--- src/rtl/router_pkg.sv ---
// Shared types and constants for the AXI-Stream mesh router: beat structs,
// channel indices, routing mode and the route-lock FSM states.
package router_pkg;

  typedef enum logic {ROUTE_XY, ROUTE_YX} route_mode_e;

  localparam int TDATA_W = 32;
  localparam int TID_W   = 4;
  localparam int CH_W    = 3;
  // Header coordinate fields are wider than the mesh so bad targets stay visible.
  localparam int COORD_W = 8;

  localparam logic [CH_W-1:0] CH_LOCAL = 3'd0;
  localparam logic [CH_W-1:0] CH_NORTH = 3'd1;
  localparam logic [CH_W-1:0] CH_EAST  = 3'd2;
  localparam logic [CH_W-1:0] CH_SOUTH = 3'd3;
  localparam logic [CH_W-1:0] CH_WEST  = 3'd4;

  localparam logic [TID_W-1:0] ROUTING_HEADER = 4'hA;

  typedef struct packed {
    logic               tvalid;
    logic [TDATA_W-1:0] tdata;
    logic [TID_W-1:0]   tid;
    logic               tlast;
  } axis_mosi_t;

  typedef struct packed {
    logic tready;
  } axis_miso_t;

  typedef enum logic [1:0] {IDLE, ROUTE, DROP} state_e;

endpackage

--- src/rtl/route_compute.sv ---
// Dimension-order route decode: maps a target (tx, ty) to an output channel
// and flags targets that fall outside the mesh.
module route_compute
  import router_pkg::*;
#(
  parameter int          MAX_ROUTERS_X = 4,
  parameter int          MAX_ROUTERS_Y = 4,
  parameter int          X_WIDTH       = $clog2(MAX_ROUTERS_X),
  parameter int          Y_WIDTH       = $clog2(MAX_ROUTERS_Y),
  parameter int          ROUTER_X      = 0,
  parameter int          ROUTER_Y      = 0,
  parameter route_mode_e ROUTE_MODE    = ROUTE_XY
) (
  input  logic [COORD_W-1:0] tx_i,
  input  logic [COORD_W-1:0] ty_i,
  output logic [CH_W-1:0]    ch_o,
  output logic               oor_o
);

  localparam logic [X_WIDTH-1:0] RX = X_WIDTH'(ROUTER_X);
  localparam logic [Y_WIDTH-1:0] RY = Y_WIDTH'(ROUTER_Y);

  logic x_gt, x_lt, y_gt, y_lt;

  // Once the range check passes only the low coordinate bits matter.
  assign oor_o = (tx_i >= COORD_W'(MAX_ROUTERS_X)) || (ty_i >= COORD_W'(MAX_ROUTERS_Y));
  assign x_gt  = tx_i[X_WIDTH-1:0] > RX;
  assign x_lt  = tx_i[X_WIDTH-1:0] < RX;
  assign y_gt  = ty_i[Y_WIDTH-1:0] > RY;
  assign y_lt  = ty_i[Y_WIDTH-1:0] < RY;

  // NOTE: default assignment first so every path drives ch_o and no latch is inferred.
  always_comb begin
    ch_o = CH_LOCAL;
    if (ROUTE_MODE == ROUTE_XY) begin
      if      (x_gt) ch_o = CH_EAST;
      else if (x_lt) ch_o = CH_WEST;
      else if (y_gt) ch_o = CH_SOUTH;
      else if (y_lt) ch_o = CH_NORTH;
    end else begin
      if      (y_gt) ch_o = CH_SOUTH;
      else if (y_lt) ch_o = CH_NORTH;
      else if (x_gt) ch_o = CH_EAST;
      else if (x_lt) ch_o = CH_WEST;
    end
  end

endmodule

--- src/rtl/axis_route_lock.sv ---
// Wormhole output selection for one router input: decodes the header, locks
// the output until TLAST, drops unroutable packets, one-beat register slice.
module axis_route_lock
  import router_pkg::*;
#(
  parameter int          CHANNEL_NUMBER = 5,
  parameter int          MAX_ROUTERS_X  = 4,
  parameter int          MAX_ROUTERS_Y  = 4,
  parameter int          X_WIDTH        = $clog2(MAX_ROUTERS_X),
  parameter int          Y_WIDTH        = $clog2(MAX_ROUTERS_Y),
  parameter int          ROUTER_X       = 0,
  parameter int          ROUTER_Y       = 0,
  parameter route_mode_e ROUTE_MODE     = ROUTE_XY,
  parameter int          HDR_X_LSB      = 0,
  parameter int          HDR_Y_LSB      = 8
) (
  input  logic                      clk_i,
  input  logic                      rst_i,
  input  axis_mosi_t                in_mosi_i,
  output axis_miso_t                in_miso_o,
  output axis_mosi_t                out_mosi_o [CHANNEL_NUMBER],
  input  axis_miso_t                out_miso_i [CHANNEL_NUMBER],
  output logic [CHANNEL_NUMBER-1:0] lock_o,
  output logic                      drop_o
);

  state_e          state_q;
  logic [CH_W-1:0] sel_q;
  logic            valid_q;
  axis_mosi_t      beat_q;
  logic [CH_W-1:0] ch_q;

  logic [CH_W-1:0] route_ch, load_ch;
  logic            oor, is_hdr, fwd_ok, in_acc, load, pop, sel_ready, in_ready;

  route_compute #(
    .MAX_ROUTERS_X(MAX_ROUTERS_X),
    .MAX_ROUTERS_Y(MAX_ROUTERS_Y),
    .X_WIDTH      (X_WIDTH),
    .Y_WIDTH      (Y_WIDTH),
    .ROUTER_X     (ROUTER_X),
    .ROUTER_Y     (ROUTER_Y),
    .ROUTE_MODE   (ROUTE_MODE)
  ) u_route (
    .tx_i (in_mosi_i.tdata[HDR_X_LSB +: COORD_W]),
    .ty_i (in_mosi_i.tdata[HDR_Y_LSB +: COORD_W]),
    .ch_o (route_ch),
    .oor_o(oor)
  );

  always_comb begin
    sel_ready = 1'b0;
    for (int i = 0; i < CHANNEL_NUMBER; i++)
      if (ch_q == CH_W'(i)) sel_ready = out_miso_i[i].tready;
  end

  assign pop      = valid_q && sel_ready;
  assign in_ready = (state_q == DROP) || !valid_q || pop;
  assign in_acc   = in_mosi_i.tvalid && in_ready;
  assign is_hdr   = in_mosi_i.tid == ROUTING_HEADER;
  assign fwd_ok   = is_hdr && !oor;
  assign load     = in_acc && ((state_q == ROUTE) || (state_q == IDLE && fwd_ok));
  assign load_ch  = (state_q == ROUTE) ? sel_q : route_ch;

  assign in_miso_o = '{tready: in_ready};
  // A dropped packet's TLAST is flagged on its own acceptance cycle.
  assign drop_o    = in_acc && in_mosi_i.tlast &&
                     ((state_q == DROP) || (state_q == IDLE && !fwd_ok));

  // NOTE: sequential state uses non-blocking assignments so all registers update together.
  always_ff @(posedge clk_i) begin
    if (rst_i) begin
      state_q <= IDLE;
      sel_q   <= CH_LOCAL;
      valid_q <= 1'b0;
    end else begin
      case (state_q)
        IDLE: if (in_acc) begin
          if (!fwd_ok) begin
            state_q <= in_mosi_i.tlast ? IDLE : DROP;
          end else begin
            sel_q   <= route_ch;
            state_q <= in_mosi_i.tlast ? IDLE : ROUTE;
          end
        end
        ROUTE:   if (in_acc && in_mosi_i.tlast) state_q <= IDLE;
        DROP:    if (in_acc && in_mosi_i.tlast) state_q <= IDLE;
        default: state_q <= IDLE;
      endcase
      if (load)     valid_q <= 1'b1;
      else if (pop) valid_q <= 1'b0;
    end
  end

  // NOTE: slice payload carries no reset; valid_q alone qualifies it on every output.
  always_ff @(posedge clk_i) begin
    if (load) begin
      beat_q <= in_mosi_i;
      ch_q   <= load_ch;
    end
  end

  always_comb begin
    for (int i = 0; i < CHANNEL_NUMBER; i++) begin
      out_mosi_o[i] = '0;
      lock_o[i]     = (state_q == ROUTE) && (sel_q == CH_W'(i));
      if (valid_q && ch_q == CH_W'(i)) out_mosi_o[i] = beat_q;
    end
  end

endmodule
--- config.mk ---
export PLATFORM = sky130hd
export DESIGN_NAME = axis_route_lock
export DESIGN_NICKNAME = d
export VERILOG_FILES = /design/src/rtl/router_pkg.sv /design/src/rtl/route_compute.sv /design/src/rtl/axis_route_lock.sv
export SDC_FILE = /design/constraint.sdc
export NUM_CORES = 1
export LEC_CHECK = 0
export CORE_AREA = 2 2 93 95
export DETAILED_ROUTE_END_ITERATION = 8
export DIE_AREA = 0 0 95 97
export DONT_BUFFER_PORTS = 1
export GPL_TIMING_DRIVEN = 0
export PLACE_DENSITY = 0.53
export SYNTH_ARGS = -nofsm -noshare
export SYNTH_HDL_FRONTEND = slang
export SYNTH_SLANG_ARGS = --single-unit
--- constraint.sdc ---
create_clock -name clk_i -period 4.26 [get_ports clk_i]
set_input_delay 0.852 -clock clk_i [delete_from_list [all_inputs] [get_ports clk_i]]
set_output_delay 0.852 -clock clk_i [all_outputs]
set_load 0.1 [all_outputs]
**Yosys cells after proc, flatten, opt, wreduce, memory -nomap -nowiden**

Cells that the tools add are included.

- Order comparisons: 6
- Equality and inequality tests: 13
- Mux-type cells: 23
- Reductions and logical operators: 33

Operators by type and width:

| kind | number |
|---|---|
| 38-bit 2-to-1 mux | 5 |
| 1-bit logical AND | 18 |
| 8-bit by 3-bit greater-or-equal comparator with 1-bit output, second input constant | 2 |
| 3-bit by 2-bit == test with 1-bit output, second input constant | 4 |
| 3-bit 2-to-1 mux | 4 |
| 1-bit 2-to-1 mux | 9 |
| 2-bit 2-to-1 mux | 4 |
| 3-bit by 1-bit == test with 1-bit output, second input constant | 2 |
| 3-bit == test, second input constant | 2 |
| 3-bit zero test | 2 |
| 1-bit logical OR | 5 |
| 4-bit == test, second input constant | 1 |
| 2-bit by 1-bit > comparator with 1-bit output, second input constant | 2 |
| 2-bit by 1-bit < comparator with 1-bit output, second input constant | 2 |
| 2-bit case mux with 2 select lines | 1 |
| 1-bit zero test | 3 |
| 3-bit AND reduction | 1 |
| 2-bit by 1-bit == test with 1-bit output, second input constant | 1 |
| 2-bit == test, second input constant | 1 |
| 2-bit zero test | 1 |
| 2-bit by 1-bit != test with 1-bit output, second input constant | 1 |
| 2-bit != test, second input constant | 1 |
| 2-bit AND reduction | 1 |
| 2-bit nonzero test | 1 |
| 2-bit OR reduction | 1 |

- Flip-flop bits (word level): 47
- Input port bits: 45
- Output and inout bits: 197
- Word-level logic and storage cells: 83

**Logic depth before layout (Yosys ltp)**

Gate-level depths: netlist (run 1).

- Depth after elaboration: 12
- Depth in mapped cells: 6
- Gate-level depth less buffers: 6

**By module**

Synthesis (run 1) repeated with hierarchy kept, for this count alone.

- Cell total of the unflattened synthesis: 330
- Area total of the unflattened synthesis: 3136.8 sq um

By module, submodules not included:

| module | times used | cells an instance | area an instance (sq um) | seq. area each (sq um) |
|---|---|---|---|---|
| axis_route_lock | 1 | 320 | 3085.5 | 1351.3 |
| route_compute | 1 | 10 | 51.3 | 0.0 |

**Least setup slack after synthesis (run 1)**

No wires, ideal clock.

- Path kind: flip-flop to output port
- Start: reg state_q[1]
- End: out lock_o[0]
- Arrival time: 2.977 ns
- Required time: 3.408 ns
- Slack: 0.431 ns
- Cell stages (with the launch flop): 5
- Path buffers: 1
- Path through: dfxtp_1 > inv_1 > ha_1 > clkbuf_1 > nor3b_1

- Cells in the longest elaborated chain, start to end: 2

RTL lines:

| element | RTL line | RTL |
|---|---|---|
| start, declared | axis_route_lock.sv:27 | `state_e state_q;` |
| start signal, assigned | axis_route_lock.sv:80 | `state_q <= in_mosi_i.tlast ? IDLE : DROP;` |
| start signal, assigned | axis_route_lock.sv:83 | `state_q <= in_mosi_i.tlast ? IDLE : ROUTE;` |
| 2-bit by 1-bit == test with 1-bit output | axis_route_lock.sv:106 | `lock_o[i] = (state_q == ROUTE) && (sel_q == CH_W'(i));` |
| 1-bit logical AND | axis_route_lock.sv:106 |  |
| end, declared | axis_route_lock.sv:23 | `output logic [CHANNEL_NUMBER-1:0] lock_o,` |

Every way passes these cells.

==> impl_metrics.env, run 1 <==
export IMPL_ff_latch_area_sq_mm=0.00130
export IMPL_die_width_um=95
export IMPL_worst_ir_drop_vdd_mv=0.154
export IMPL_via_per_inst=4.70
export IMPL_first_global_vias=2005
export IMPL_slew_viol_final=0
export IMPL_antenna_found_initial=0
export IMPL_post_drt_wl_per_cell_um=18.2
export IMPL_timing_critical_path_slowest_stage_cell="and2_1"
export IMPL_cells_after_synth=316
export IMPL_route_layer_met1_wl_mm=3.07
export IMPL_synth_seq_cells=45
export IMPL_worst_path_most_repeated_cell="clkbuf_1"
export IMPL_ys_types=34
export IMPL_grt_start_max_net_pins=35
export IMPL_rsz_0062_raised_after_global_routing="false"
export IMPL_clock_sinks=45
export IMPL_placement_rows=33
export IMPL_yosys_warnings=0
export IMPL_crit_chain="nor3b_1 -> clkbuf_1 -> clkbuf_1 -> and2_1"
export IMPL_path_type_of_the_worst_min_delay_path="flop to flop"
export IMPL_final_clock_skew_ns=0.00621
export IMPL_syn_area_per_cell_sq_um=9.69
export IMPL_yosysTopAreaCellShare_pct=39.2
export IMPL_io_pins=242
export IMPL_htree_num_levels=2
export IMPL_nNetsFinal=411
export IMPL_drtIter0Drc=85
export IMPL_worstPathRequired_ns=3.41
export IMPL_fmax_mhz=275
export IMPL_cts_root_buffer="clkbuf_8"
export IMPL_final_period_utilization_pct=85.3
export IMPL_yosys_top_cells_area="edfxtp_1, and2_1, buf_4, dfxtp_1, clkbuf_1"
export IMPL_top_cell_type_by_total_area_after_synthesis="edfxtp_1"
export IMPL_timing_worst_setup_path_type="flop to output pin"
export IMPL_max_cap_viol_count=0
export IMPL_tightestPinTransition_ns=1.06
export IMPL_drive_gt1_share_pct=16.8
export IMPL_synth_async_sr_flop_share_pct=0
export IMPL_detail_route_drc_violations=0
export IMPL_timing_slew_headroom_pct=29.5
export IMPL_synth_area_sq_mm=0.00306
export IMPL_whs_ns=0.560
export IMPL_initial_core_util_pct=37.6
export IMPL_power_leakage_nw=1.45
export IMPL_fillers=816
export IMPL_timing_final_crit_period_ns=3.63
export IMPL_layout_cells_non_filler=469
export IMPL_drt_pass1_iterations=4
export IMPL_gp_routability_congestion=0.833
export IMPL_floorplan_die_height_um=97
export IMPL_ys_seq_area_share_pct=42.5
export IMPL_tritoncts="yes"
export IMPL_clk_path_buf_depth=2
export IMPL_setup_viol_count_final=0
export IMPL_die_area_sq_mm=0.00922
export IMPL_clkLatencyLatePin_ns=0.29
export IMPL_final_util_pct=42.7
export IMPL_critical_path_max_stage_delay_ns=0.84
export IMPL_number_of_hold_buffers_added_after_cts=0
export IMPL_post_cts_resized=0
export IMPL_powerDensity_mw_per_mm2=269
export IMPL_worstPathMaxFanout=10
export IMPL_critical_path_buf_inv_count=2
export IMPL_io_buffer_count=0
export IMPL_hold_violations=0
export IMPL_placed_cells_incl_taps=461
export IMPL_critPathLaunchType="flop"
export IMPL_core_area_sq_mm=0.00813
export IMPL_timing_critical_path_max_delay_family="simple AND/OR/NAND/NOR gates"
export IMPL_yosys_most_used_dff="edfxtp_1"
export IMPL_status="completed"
export IMPL_route_top_layer_used="met4"
export IMPL_syn2layout_area_growth_pct=13.5
export IMPL_total_routed_wirelength_mm=8.53
export IMPL_cts_buffers_inserted=5
export IMPL_critPathCaptureType="output pin"
export IMPL_post_detailed_route_count_of_antenna_violating_nets=0
export IMPL_hpwl_mm=6.83
export IMPL_critPathArrivalTime_ns=2.78
export IMPL_via_count=2202
export IMPL_synth_edf_count=40
export IMPL_cts_setup_buffers=0
export IMPL_grt_pass1_wl_mm=12.0
export IMPL_groute_usage_overall_pct=17.3
export IMPL_multiInputGateArea_sq_mm=0.00154
export IMPL_antenna_cells=0
export IMPL_clk_pin_slew_ns=0.08
export IMPL_met2WireLength_mm=4.57
export IMPL_globalRoute_totalOverflow=0
export IMPL_detailroute_wirelength_met3_um=779
==> worst reg2reg max path: stages, from the launching register on <==
cell     delay, ns
dfxtp_1       0.32
inv_1         0.09
ha_1          0.22
and3b_4       0.24
a221o_1       0.45
nor2_4        0.28
buf_12        0.25
==> synthesized netlist by cell type (all sizes together) (2+ instances only) <==
library cell,n
nor3b,3
a211oi,3
a21oi,3
buf,40
and3,2
mux2i,2
ha,3
edfxtp,40
nor4,6
nor4b,2
clkbuf,17
inv,5
nand2,6
nand4,2
and3b,3
dfxtp,5
mux2,3
nor2,7
and2,152
==> final timing paths <==
kind                   start               to  slack [ns]  cells after the start
setup reg to reg  state_q[0]        beat_q[0]        2.09                      6
setup / recovery     ch_q[0]  out_mosi_o[175]        0.63                      4
hold reg to reg     sel_q[0]         sel_q[0]        0.56                      2
hold / removal      sel_q[0]         sel_q[0]        0.56                      2
==> report_power, final <==
part	total [mW]	switching, mW	internal, mW	leakage, nW
Clock	0.251	0.141	0.111	0.0430
Combinational	0.202	0.169	0.0329	1.01
Sequential	0.480	0.000453	0.480	0.401
==> sequential cells by signal (all words and copies together), names as in the netlist <==
name,flops
state_q,2
ch_q,2
sel_q,2
valid_q,1
beat_q,38
==> layer usage <==
metal	track usage, %	vias to the layer above
li1	-	1052
met4	4.57	0
met3	5.61	8
met2	31.7	119
met1	18.9	1023
met5	0	-
==> cells in the final DEF (no fill, tap or decap), types with 2 or more instances in the layout <==
master / instances
clkinv_1: 2
and3_1: 2
clkbuf_1: 17
edfxtp_1: 40
conb_1: 39
and3b_1: 2
nand4_1: 2
nor4b_1: 2
inv_1: 5
ha_1: 3
nor4_1: 6
dfxtp_1: 5
buf_4: 40
mux2_2: 3
a21oi_1: 2
clkbuf_8: 5
nor2_2: 2
nor3b_2: 2
nand2_1: 6
nor2_1: 4
a211oi_1: 3
and2_1: 152
mux2i_1: 2
==> logic make-up after synthesis <==
kind of cell,after synthesis,synth area share (%)
and+or+nand+nor,186,37.8
buffers and inverters,62,12.5
DFF,45,42.5
AOI/OAI and AO/OA,13,3.35
muxes,6,2.49
adders and majority gates,3,1.23
other,1,0.122
==> metrics by stage <==
stage          power (mW)  setup slack [ns]  area (sq um)  TNS [ns]
6_report            0.934             0.626          3470         0
5_1_grt             0.963             0.360          3470         0
4_1_cts             0.939             0.560          3470         0
3_5_place_dp        0.691             0.901          3390         0
3_3_place_gp        0.690            -0.557          3340    -22.23
2_1_floorplan       0.687             0.431          3200         0
==> final cells by class <==
cell class                      instances  share of cell area [%]
Sequential cell                        45                    37.5
Inverter                                5                   0.540
Tap cell                              105                    3.78
Multi-Input combinational cell        247                    44.4
Clock inverter                          3                   0.360
Clock buffer                            5                    1.98
Timing Repair Buffer                    2                    1.01
Buffer                                 57                    10.5
(Power assumes the default switching activity.)
==> inputs of run 2 (changes only) <==
- CORE_AREA: 2 2 93 95 -> 2 2 94 96
- DIE_AREA: 0 0 95 97 -> 0 0 96 98
- MAX_ROUTING_LAYER: not set -> met4
- PLACE_DENSITY: 0.53 -> 0.52
==> impl_metrics.env, run 2 (same netlist as run 1, synthesis figures left out) <==
export IMPL_status="completed"
export IMPL_drtIter0Drc=61
export IMPL_timing_setup_tns_ns=0
export IMPL_final_setup_worst_slack_ns=0.606
export IMPL_cts_root_buffer="clkbuf_8"
export IMPL_timing_slew_headroom_pct=28.6
export IMPL_gp_routability_congestion=0.770
export IMPL_power_sequential_fraction_pct=49.4
export IMPL_min_delay_path_depth=2
export IMPL_htree_num_levels=2
export IMPL_critical_path_buf_inv_count=2
export IMPL_rsz_0062_raised_after_global_routing="false"
export IMPL_placed_cells_incl_taps=464
export IMPL_worst_ir_drop_vdd_mv=0.126
export IMPL_switching_share_pct=32.2
export IMPL_hold_violations=0
export IMPL_final_util_pct=41.3
export IMPL_die_area_sq_mm=0.00941
export IMPL_clk_path_buf_depth=2
export IMPL_fmax_mhz=274
export IMPL_critical_path_max_stage_delay_ns=0.84
export IMPL_worstPathRequired_ns=3.41
export IMPL_largest_reg_flops=38
export IMPL_power_share_combinational_pct=20.8
export IMPL_layout_cells_non_filler=472
export IMPL_final_common_cell="and2_1"
export IMPL_number_of_hold_buffers_added_after_cts=0
export IMPL_post_detailed_route_count_of_antenna_violating_nets=0
export IMPL_first_global_vias=1941
export IMPL_power_leakage_nw=1.46
export IMPL_post_cts_resized=0
export IMPL_internal_power_mw=0.659
export IMPL_largest_register="beat_q"
export IMPL_tritoncts="yes"
export IMPL_final_clock_skew_ns=0.00691
export IMPL_syn2layout_area_growth_pct=14.3
export IMPL_antenna_cells=0
export IMPL_grt_start_max_net_pins=27
export IMPL_max_cap_viol_count=0
export IMPL_clock_sinks=45
export IMPL_switching_power_mw=0.313
export IMPL_clkLatencyLatePin_ns=0.29
export IMPL_tightestPinTransition_ns=1.07
export IMPL_antenna_found_initial=0
export IMPL_timing_final_crit_period_ns=3.65
export IMPL_r2r_cells=6
export IMPL_grt_pass1_wl_mm=11.4
export IMPL_drt_pass1_iterations=4
export IMPL_via_per_inst=4.62
export IMPL_final_period_utilization_pct=85.8
export IMPL_io_pins=242
export IMPL_drive_gt1_share_pct=17.3
export IMPL_path_type_of_the_worst_min_delay_path="flop to flop"
export IMPL_critPathCaptureType="output pin"
export IMPL_clk_pin_slew_ns=0.09
export IMPL_core_area_sq_mm=0.00847
export IMPL_io_buffer_count=0
export IMPL_total_routed_wirelength_mm=8.24
export IMPL_post_drt_wl_per_cell_um=17.5
export IMPL_design_power_total_mw=0.972
export IMPL_timing_worst_setup_path_type="flop to output pin"
export IMPL_die_width_um=96
export IMPL_clock_power_share_pct=29.8
export IMPL_detailedPlace_worstSlack_ns=0.896
export IMPL_nNetsFinal=411
export IMPL_groute_usage_overall_pct=16.5
export IMPL_mostFrequentLayoutCells="and2_1, buf_4, edfxtp_1, conb_1, clkbuf_1"
export IMPL_slew_viol_final=0
export IMPL_cts_setup_buffers=0
export IMPL_floorplan_die_height_um=98
export IMPL_worst_path_most_repeated_cell="clkbuf_1"
export IMPL_placement_rows=34
export IMPL_fillers=847
export IMPL_detail_route_drc_violations=0
export IMPL_setup_viol_count_final=0
export IMPL_hpwl_mm=6.57
export IMPL_timing_critical_path_max_delay_family="simple AND/OR/NAND/NOR gates"
export IMPL_initial_core_util_pct=36.2
export IMPL_critPathArrivalTime_ns=2.80
export IMPL_timing_critical_path_slowest_stage_cell="and2_1"
export IMPL_via_count=2180
export IMPL_critPathLaunchType="flop"
export IMPL_crit_chain="nor3b_1 -> clkbuf_1 -> clkbuf_1 -> and2_1"
export IMPL_crit_cells=4
export IMPL_cts_buffers_inserted=5
export IMPL_globalRoute_totalOverflow=0
export IMPL_powerDensity_mw_per_mm2=278
export IMPL_worstPathMaxFanout=10
[run 2: changes by cell type in the layout (fill, tap and decap cells not counted)]
cell      delta
clkbuf_8     +2
clkinv_1     -2
[run 2: worst register-to-register path: stages, from the launching register on]
cell and delay [ns]:
dfxtp_1 0.32, inv_1 0.09, ha_1 0.24, and3b_4 0.24, a221o_1 0.44, nor2_4 0.44, buf_12 0.27
[run 2: cell type report]
class	count	area, sq um	share of cell area, %
inverter	5	18.8	0.536
timing repair buffer	2	35.0	1.00
clock buffer	7	96.3	2.75
tap	108	135	3.86
sequential	45	1300	37.2
multi-input combinational	247	1540	44.1
buffer	57	364	10.4
clock inverter	1	5.00	0.143
[run 2: worst paths after layout]
check / start / end / slack (ns)
min: sel_q[0] / sel_q[0] / 0.56
min reg2reg: sel_q[0] / sel_q[0] / 0.56
max reg2reg: state_q[0] / beat_q[18] / 1.91
max: ch_q[0] / out_mosi_o[174] / 0.61
[run 2: metal layers]
layer	vias up	part of all wire, %	global-route usage, %
met3	4	7.4	4.32
li1	1051	-	-
met4	0	0.78	3.85
met2	107	54	28.8
met1	1018	38	18.7
met5	-	0	-
[run 2: power by group through the flow]
| stage | Clock [mW] | Combinational (mW) | Sequential (mW) |
|---|---|---|---|
| floorplan | 0 | 0.197 | 0.490 |
| global placement | 0 | 0.200 | 0.490 |
| detailed placement | 0 | 0.201 | 0.490 |
| CTS | 0.300 | 0.201 | 0.480 |
| global route | 0.321 | 0.209 | 0.480 |
| finish | 0.289 | 0.203 | 0.480 |
[run 2: per-stage QoR]
step | cell area [sq um] | hold slack [ns]
detailed placement | 3400 | 0.542
global route | 3500 | 0.608
floorplan | 3200 | 0.481
global placement | 3340 | 0.517
finish | 3500 | 0.559
CTS | 3500 | 0.556
==> inputs of run 3 (changes only) <==
- BUFFER_PORTS_ARGS: not set -> -buffer_cell sky130_fd_sc_hd__buf_4
- DONT_BUFFER_PORTS: 1 -> not set
- PLACE_DENSITY: 0.52 -> 0.76
==> impl_metrics.env, run 3 (same netlist as run 1, synthesis figures left out) <==
export IMPL_status="completed"
export IMPL_drive_gt1_share_pct=45.7
export IMPL_grt_pass1_wl_mm=13.8
export IMPL_first_global_vias=2594
export IMPL_path_type_of_the_worst_min_delay_path="flop to flop"
export IMPL_worstPathRequired_ns=3.41
export IMPL_timing_worst_setup_path_type="flop to output pin"
export IMPL_critPathCaptureType="output pin"
export IMPL_clkLatencyLatePin_ns=0.29
export IMPL_power_sequential_fraction_pct=49.2
export IMPL_power_share_combinational_pct=24.6
export IMPL_globalRoute_totalOverflow=0
export IMPL_layout_cells_non_filler=672
export IMPL_antenna_cells=0
export IMPL_placed_cells_incl_taps=664
export IMPL_critPathArrivalTime_ns=2.37
export IMPL_fmax_mhz=310
export IMPL_via_count=2886
export IMPL_max_cap_viol_count=0
export IMPL_final_clock_skew_ns=0.00587
export IMPL_critPathLaunchType="flop"
export IMPL_mostFrequentLayoutCells="buf_4, and2_1, edfxtp_1, conb_1, clkbuf_1"
export IMPL_nNetsFinal=611
export IMPL_setup_viol_count_final=0
export IMPL_timing_setup_tns_ns=0
export IMPL_total_routed_wirelength_mm=9.23
export IMPL_grt_start_max_net_pins=23
export IMPL_clock_power_share_pct=26.2
export IMPL_largest_reg_flops=38
export IMPL_switching_power_mw=0.323
export IMPL_die_width_um=96
export IMPL_antenna_found_initial=0
export IMPL_final_period_utilization_pct=75.7
export IMPL_final_common_cell="buf_4"
export IMPL_slew_viol_final=0
export IMPL_floorplan_die_height_um=98
export IMPL_switching_share_pct=33.2
export IMPL_hpwl_mm=7.60
export IMPL_cts_setup_buffers=0
export IMPL_cts_root_buffer="clkbuf_8"
export IMPL_post_cts_resized=0
export IMPL_cts_buffers_inserted=5
export IMPL_hold_violations=0
export IMPL_post_drt_wl_per_cell_um=13.7
export IMPL_worstPathMaxFanout=10
export IMPL_drt_pass1_iterations=4
export IMPL_worst_ir_drop_vdd_mv=0.104
export IMPL_multiInputGateArea_sq_mm=0.00153
export IMPL_internal_power_mw=0.651
export IMPL_timing_final_crit_period_ns=3.22
export IMPL_detail_route_drc_violations=0
export IMPL_core_area_sq_mm=0.00847
export IMPL_fillers=758
export IMPL_syn2layout_area_growth_pct=62.3
export IMPL_gp_routability_congestion=0.859
export IMPL_htree_num_levels=2
export IMPL_tritoncts="yes"
export IMPL_initial_core_util_pct=36.2
export IMPL_timing_slew_headroom_pct=57.1
export IMPL_die_area_sq_mm=0.00941
export IMPL_power_leakage_nw=2.51
export IMPL_groute_usage_overall_pct=19.4
export IMPL_largest_register="beat_q"
export IMPL_rsz_0062_raised_after_global_routing="false"
export IMPL_post_detailed_route_count_of_antenna_violating_nets=0
export IMPL_powerDensity_mw_per_mm2=196
export IMPL_clk_pin_slew_ns=0.08
export IMPL_drtIter0Drc=116
export IMPL_number_of_hold_buffers_added_after_cts=0
export IMPL_tightestPinTransition_ns=0.642
export IMPL_via_per_inst=4.29
export IMPL_clk_path_buf_depth=2
export IMPL_placement_rows=34
export IMPL_clock_sinks=45
export IMPL_io_buffer_count=201
export IMPL_ff_latch_area_sq_mm=0.00130
export IMPL_io_pins=242
## run 3: metrics by stage
| stage | instance area [sq um] | hold WS [ns] | util (%) | setup slack, ns | power, mW |
|---|---|---|---|---|---|
| finish | 4970 | 0.542 | 58.7 | 1.04 | 0.974 |
| global route | 4970 | 0.575 | 58.7 | 0.797 | 1.01 |
| CTS | 4970 | 0.537 | 58.7 | 0.991 | 0.984 |
| detailed placement | 4880 | 0.524 | 57.7 | 1.03 | 0.727 |
| global placement | 4850 | 0.516 | 57.3 | -0.672 | 0.726 |
| floorplan | 3200 | 0.481 | - | 0.431 | 0.687 |
## run 3: power groups by stage
stage               Sequential [mW]  Combinational (mW)  Clock [mW]
floorplan                     0.490               0.197           0
global placement              0.490               0.236           0
detailed placement            0.490               0.237           0
CTS                           0.480               0.238       0.267
global route                  0.480               0.248       0.282
finish                        0.480               0.239       0.255
## run 3: worst paths after layout
kind,start,depth (start not counted),end,slack [ns]
max,ch_q[0],5,out_mosi_o[171],1.04
min,sel_q[0],2,sel_q[0],0.54
min reg2reg,sel_q[0],2,sel_q[0],0.54
max reg2reg,state_q[0],6,beat_q[17],1.85
## run 3: area by class of cell
cell class | count | share of cell area, %
inverters | 5 | 0.378
clock buffers | 5 | 1.38
multi-input cells | 247 | 30.7
well taps | 108 | 2.72
clock inverters | 3 | 0.352
repair buffers | 202 | 30.9
plain buffers | 57 | 7.33
flip-flops and latches | 45 | 26.2
## run 3: critical path, stage by stage (launching register included)
cell and delay [ns]:
edfxtp_1 0.52, nor3b_1 0.29, clkbuf_1 0.44, clkbuf_1 0.36, and2_1 0.18, buf_4 0.29
## run 3: routing by layer
| layer | vias up | global-route usage [%] | part of all wire (%) |
|---|---|---|---|
| li1 | 1453 | - | - |
| met1 | 1312 | 22.7 | 38 |
| met2 | 110 | 34.0 | 54 |
| met3 | 11 | 2.85 | 6.3 |
| met4 | 0 | 5.16 | 1.6 |
| met5 | - | - | 0 |
